### src/rtl/sr_strobe_gen_pkg.sv
// Shared definitions for the SR latch strobe generator: strobe FSM encoding
// and which key_n bit carries which request.
package sr_pkg;

    typedef enum logic [1:0] {
        IDLE    = 2'd0,
        SET_ACT = 2'd1,
        RST_ACT = 2'd2
    } sr_state_t;

    localparam int KEY_SET = 1;
    localparam int KEY_RST = 0;

endpackage

### src/rtl/sr_strobe_gen_key_debounce.sv
// One button: two-flop synchroniser, stable-count debounce, and a one-cycle
// press pulse on the debounced 1->0 transition (release is ignored).
module key_debounce #(
    parameter int DEBOUNCE_CYCLES = 500000
) (
    input  logic clk,
    input  logic reset,
    input  logic key_n,
    output logic press
);

    localparam int CNT_W = $clog2(DEBOUNCE_CYCLES + 1);

    logic             sync1;
    logic             sync2;
    logic             deb;
    logic             deb_d;
    logic [CNT_W-1:0] cnt;

    // Any return of sync2 to the accepted level restarts the stability count.
    always_ff @(posedge clk or posedge reset) begin
        if (reset) begin
            sync1 <= 1'b1;
            sync2 <= 1'b1;
            deb   <= 1'b1;
            deb_d <= 1'b1;
            cnt   <= '0;
        end else begin
            sync1 <= key_n;
            sync2 <= sync1;
            deb_d <= deb;
            if (sync2 == deb) begin
                cnt <= '0;
            end else if (cnt == CNT_W'(DEBOUNCE_CYCLES - 1)) begin
                deb <= sync2;
                cnt <= '0;
            end else begin
                cnt <= cnt + CNT_W'(1);
            end
        end
    end

    assign press = deb_d & ~deb;

endmodule

### src/rtl/sr_strobe_gen.sv
// Debounced push-buttons to fixed-width active-low Sn/Rn strobes for an SR
// latch; Sn and Rn are never low together.
//
//  state   | meaning
//  --------+--------------------------------------------------------------
//  IDLE    | no strobe active, nothing pending
//  SET_ACT | Sn held low, pulse counter running down to 0
//  RST_ACT | Rn held low, pulse counter running down to 0
module sr_strobe_gen
    import sr_pkg::*;
#(
    parameter int DEBOUNCE_CYCLES = 500000,
    parameter int PULSE_LEN       = 4
) (
    input  logic       clk,
    input  logic       reset,
    input  logic [1:0] key_n,
    output logic       Sn,
    output logic       Rn,
    output logic       busy,
    output logic       conflict
);

    localparam int PCNT_W = (PULSE_LEN > 1) ? $clog2(PULSE_LEN) : 1;

    logic [1:0]        press;
    logic              set_ev;
    logic              rst_ev;
    sr_state_t         state;
    sr_state_t         state_nxt;
    logic [PCNT_W-1:0] pcnt;
    logic [PCNT_W-1:0] pcnt_nxt;
    logic              pend_set;
    logic              pend_set_nxt;
    logic              pend_rst;
    logic              pend_rst_nxt;
    logic              conflict_nxt;

    key_debounce #(.DEBOUNCE_CYCLES(DEBOUNCE_CYCLES)) u_deb_set (
        .clk   (clk),
        .reset (reset),
        .key_n (key_n[KEY_SET]),
        .press (press[KEY_SET])
    );

    key_debounce #(.DEBOUNCE_CYCLES(DEBOUNCE_CYCLES)) u_deb_rst (
        .clk   (clk),
        .reset (reset),
        .key_n (key_n[KEY_RST]),
        .press (press[KEY_RST])
    );

    assign set_ev = press[KEY_SET];
    assign rst_ev = press[KEY_RST];

    // Draining looks at the pending flags including this cycle's events, so a
    // press landing on the last strobe cycle is still issued without a gap.
    always_comb begin
        state_nxt    = state;
        pcnt_nxt     = pcnt;
        pend_set_nxt = pend_set;
        pend_rst_nxt = pend_rst;
        conflict_nxt = 1'b0;
        case (state)
            IDLE: begin
                pcnt_nxt = PCNT_W'(PULSE_LEN - 1);
                if (set_ev && rst_ev) begin
                    conflict_nxt = 1'b1;
                end else if (set_ev) begin
                    state_nxt = SET_ACT;
                end else if (rst_ev) begin
                    state_nxt = RST_ACT;
                end
            end
            SET_ACT: begin
                if (set_ev) pend_set_nxt = 1'b1;
                if (rst_ev) pend_rst_nxt = 1'b1;
                if (pcnt == '0) begin
                    pcnt_nxt = PCNT_W'(PULSE_LEN - 1);
                    if (pend_rst_nxt) begin
                        state_nxt    = RST_ACT;
                        pend_rst_nxt = 1'b0;
                    end else if (pend_set_nxt) begin
                        state_nxt    = SET_ACT;
                        pend_set_nxt = 1'b0;
                    end else begin
                        state_nxt = IDLE;
                    end
                end else begin
                    pcnt_nxt = pcnt - PCNT_W'(1);
                end
            end
            RST_ACT: begin
                if (set_ev) pend_set_nxt = 1'b1;
                if (rst_ev) pend_rst_nxt = 1'b1;
                if (pcnt == '0) begin
                    pcnt_nxt = PCNT_W'(PULSE_LEN - 1);
                    if (pend_set_nxt) begin
                        state_nxt    = SET_ACT;
                        pend_set_nxt = 1'b0;
                    end else if (pend_rst_nxt) begin
                        state_nxt    = RST_ACT;
                        pend_rst_nxt = 1'b0;
                    end else begin
                        state_nxt = IDLE;
                    end
                end else begin
                    pcnt_nxt = pcnt - PCNT_W'(1);
                end
            end
            default: begin
                state_nxt    = IDLE;
                pend_set_nxt = 1'b0;
                pend_rst_nxt = 1'b0;
            end
        endcase
    end

    always_ff @(posedge clk or posedge reset) begin
        if (reset) begin
            state    <= IDLE;
            pcnt     <= '0;
            pend_set <= 1'b0;
            pend_rst <= 1'b0;
            Sn       <= 1'b1;
            Rn       <= 1'b1;
            busy     <= 1'b0;
            conflict <= 1'b0;
        end else begin
            state    <= state_nxt;
            pcnt     <= pcnt_nxt;
            pend_set <= pend_set_nxt;
            pend_rst <= pend_rst_nxt;
            Sn       <= (state_nxt != SET_ACT);
            Rn       <= (state_nxt != RST_ACT);
            busy     <= (state_nxt != IDLE) | pend_set_nxt | pend_rst_nxt;
            conflict <= conflict_nxt;
        end
    end

endmodule

### config.mk
export PLATFORM = sky130hd
export DESIGN_NAME = sr_strobe_gen
export DESIGN_NICKNAME = d
export VERILOG_FILES = /design/src/rtl/sr_strobe_gen_pkg.sv /design/src/rtl/sr_strobe_gen_key_debounce.sv /design/src/rtl/sr_strobe_gen.sv
export SDC_FILE = /design/constraint.sdc
export NUM_CORES = 1
export LEC_CHECK = 0
export CORE_ASPECT_RATIO = 1.4
export CORE_UTILIZATION = 50
export CTS_BUF_LIST = sky130_fd_sc_hd__clkbuf_4
export CTS_CLUSTER_DIAMETER = 200
export DETAILED_ROUTE_END_ITERATION = 8
export HOLD_SLACK_MARGIN = 0.1
export PLACE_DENSITY = 0.69
export SETUP_SLACK_MARGIN = 0.2
export SKIP_LAST_GASP = 1
export SLEW_MARGIN = 20
export SYNTH_ARGS = -nofsm -noshare
export SYNTH_HDL_FRONTEND = slang
export SYNTH_SLANG_ARGS = --single-unit
### constraint.sdc
create_clock -name clk -period 1.9 [get_ports clk]
set_clock_uncertainty 0.1 [all_clocks]
set_input_delay 0.19 -clock clk [delete_from_list [all_inputs] [get_ports clk]]
set_output_delay 0.19 -clock clk [all_outputs]
set_load 0.03 [all_outputs]
==> results.md <==
- Status: finished clean
- Initial core utilization: 0.526
- Detailed Route Iter0 Violations: between 150 and 200
- Final period utilization: 0.987
- RSZ-0062 raised after global routing: true
- Core area: 5280 sq um
- Area leader, netlist: dfrtp_1
- #FFs+latches synth: 56
- Leak: between 1.5 and 2 nW
- Main area contributors after synthesis: dfrtp_1 (41%), dfstp_2 (9.5%), nor2_1 (5.3%)
- Syn-to-layout area delta: 37.6%
- Vias per cell: 5.91
- Routed wire length: 6.97 mm
- Initial antenna violation count: 0
- Max-slew violations: 0
- CTS buffer count: 5
- EDFF count, synth: 0
- Post-synthesis sequential area ratio: 0.509
- DRT Pass-1 Iters: 4
- Area after DPL: 3170 sq um
- Final Hold Vio Count: 0
- Relative max-transition margin: 0.679
- Vias in the first global route: 2,422
- Std-Cell Rows: 31
- Number of routed nets with antenna violations: 0
- CP required: 2140 ps
- Fmax: 0.533 GHz
- I/O pins: 8
- WP data arrival: 2110 ps
- Crit path time final: 1880 ps
- Cell Area, Synth: roughly 2800 sq um
- Critical path capture point type: flop
- Share of cells above drive strength 1: 0.386
- Hold crit path type: flop to flop
- Worst slew pin tran: 481 ps
- PD cells: 502 nW/um^2
- Routed via count: 2,413
- RePlAce Congestion: 0.813
- Reg clk slew, reported paths: 170 ps
- Clock sink total: 56
- Fillers: between 300 and 400
- CP Class: flop to flop
- CTS tree: built
- Max VDD drop: 0.292 mV
- Worst-Skew Late Latency: 390 ps
- Synth Instances: approximately 280
- Hold Crit Depth: 0
- Gr ovfl total: 0
- Yosys cell types: 43
- Antenna diode count: 0
- Largest net degree at the start of global routing: 23
- DRC viols: 0
- Ys Warns: 0
- IO Port Bufs: 7
- R2R depth: 4
- Fin area: 3820 sq um
- Endpoints failing setup: 0
- Chip height: 90.2 um
- Gr usage total: 0.235
- Asr flop ratio synth: 1.00
- Area of the multi-input gates: 1580 sq um
- Clock Path Buffers: 2
- Setup tns final: 0 ps
- Fin nets: ~350
- Root buf cell: clkbuf_4
- Post-detail-place hpwl: 3.86 mm
- Syn nets: 293
- FF/Latch Area: 1420 sq um
- DR WL/cell: approximately 17 um
- Average instance area after synthesis: 9.84 sq um
- Largest fanout on the critical path: 5
- First-pass GRT wire length: 10.8 mm
- Post-synth top area share: 0.415
- Hold WS: 271 ps
- Max_cap viols: 0
- CP Launch Type: flop
- Die X: 65.0 um
- Total die area: roughly 5900 sq um
- CTS H-tree depth: 2
- Main synth FF type: dfrtp_1
## worst paths after layout
| kind | slack, ps | from | endpoint |
|---|---|---|---|
| max | 20 | u_deb_set.cnt[5] | u_deb_set.cnt[17] |
| min in group asynchronous | 600 | reset | u_deb_rst.cnt[18] |
| max reg2reg | 20 | u_deb_set.cnt[5] | u_deb_set.cnt[17] |
| max in group asynchronous | 560 | reset | u_deb_set.sync2 |
| min | 270 | u_deb_set.sync1 | u_deb_set.sync2 |
| min reg2reg | 270 | u_deb_set.sync1 | u_deb_set.sync2 |
## sequential cells by signal (all words and copies together) (netlist names), 2 cells and up
register	count
state	2
u_deb_set.cnt	19
pcnt	2
u_deb_rst.cnt	19
## per-layer routing
layer / wire length [um] / share of wire / global-route usage / vias up
li1: - / - / - / 1113
met1: 2790 / 0.40 / 0.278 / 1199
met2: 3740 / 0.54 / 0.407 / 72
met3: 207 / 0.030 / 0.0393 / 29
met4: 236 / 0.034 / 0.106 / 0
met5: 0 / 0 / 0 / -
## stage by stage
step | std cells | setup slack [ps] | util | total power, mW
2_1_floorplan | 282 | -61.2 | - | 1.30
3_3_place_gp | 372 | 8.75 | 0.602 | 1.33
3_5_place_dp | 372 | -53.6 | 0.602 | 1.34
4_1_cts | 402 | 0.692 | 0.676 | 1.90
5_1_grt | 408 | -35.7 | 0.724 | 1.98
6_report | 408 | 24.8 | 0.724 | 1.92
## logic make-up after synthesis
group | after synthesis | share of synthesized area
AOI/OAI and AO/OA | 43 | 0.0956
xor gates and xnor gates | 26 | 0.0821
adders and majority gates | 9 | 0.0388
buffers and inverters | 23 | 0.0320
DFF | 56 | 0.509
muxes | 2 | 0.00811
and+or+nand+nor | 123 | 0.234
## synth_stat cells, drive strengths merged (2+ instances only)
cell type  count
dfrtp         46
nor2          39
nand2         16
inv           14
xnor2         14
a21oi         13
nand3         12
o21ai         12
xor2          12
nand4         11
dfstp         10
or3            8
clkbuf         7
ha             7
nor3           7
nor4           7
nor2b          4
or4            4
a22oi          3
and2           3
and4           3
o22ai          3
o31ai          3
a21boi         2
a311oi         2
a31oi          2
buf            2
maj3           2
mux2           2
nand2b         2
nor4b          2
or2            2
## area by class of cell
| cell class | count | area share |
|---|---|---|
| sequential | 56 | 0.371 |
| multi-input combinational | 203 | 0.414 |
| timing repair buffer | 61 | 0.165 |
| clock inverter | 3 | 0.00492 |
| tap | 66 | 0.0216 |
| clock buffer | 5 | 0.00983 |
| inverter | 14 | 0.0138 |
## what timing repair did
item	in CTS	in global routing
buffers inserted	17	4
pin swaps	26	23
cloned	2	2
resized for setup	37	43
hold endpoints to repair	16	0
hold buffers	3	0
endpoints found under the setup margin	46	45
## critical path: stages (launching register included)
cell and delay, ps:
dfrtp_1 400, nand4_2 140, or4_4 570, or4_4 500, a21oi_2 140
## cell usage in the layout, fill, tap and decap left out, drive strengths merged, types with 4 or more instances in the layout
master / synthesis / final
buf: 2 / 49
xnor2: 14 / 14
nand2: 16 / 16
inv: 14 / 14
xor2: 12 / 12
or3: 8 / 8
dfrtp: 46 / 46
or4: 4 / 4
nand3: 12 / 12
o21ai: 12 / 12
clkbuf: 7 / 7
ha: 7 / 7
a21oi: 13 / 13
dfstp: 10 / 10
nor4: 7 / 7
nor2: 39 / 39
nand4: 11 / 11
nor2b: 4 / 4
nor3: 7 / 7
## power by group
| group | switching [mW] | internal [mW] |
|---|---|---|
| Combinational | 0.0776 | 0.0782 |
| Sequential | 0.0149 | 1.21 |
| Clock | 0.393 | 0.140 |
(Power assumes the default switching activity.)
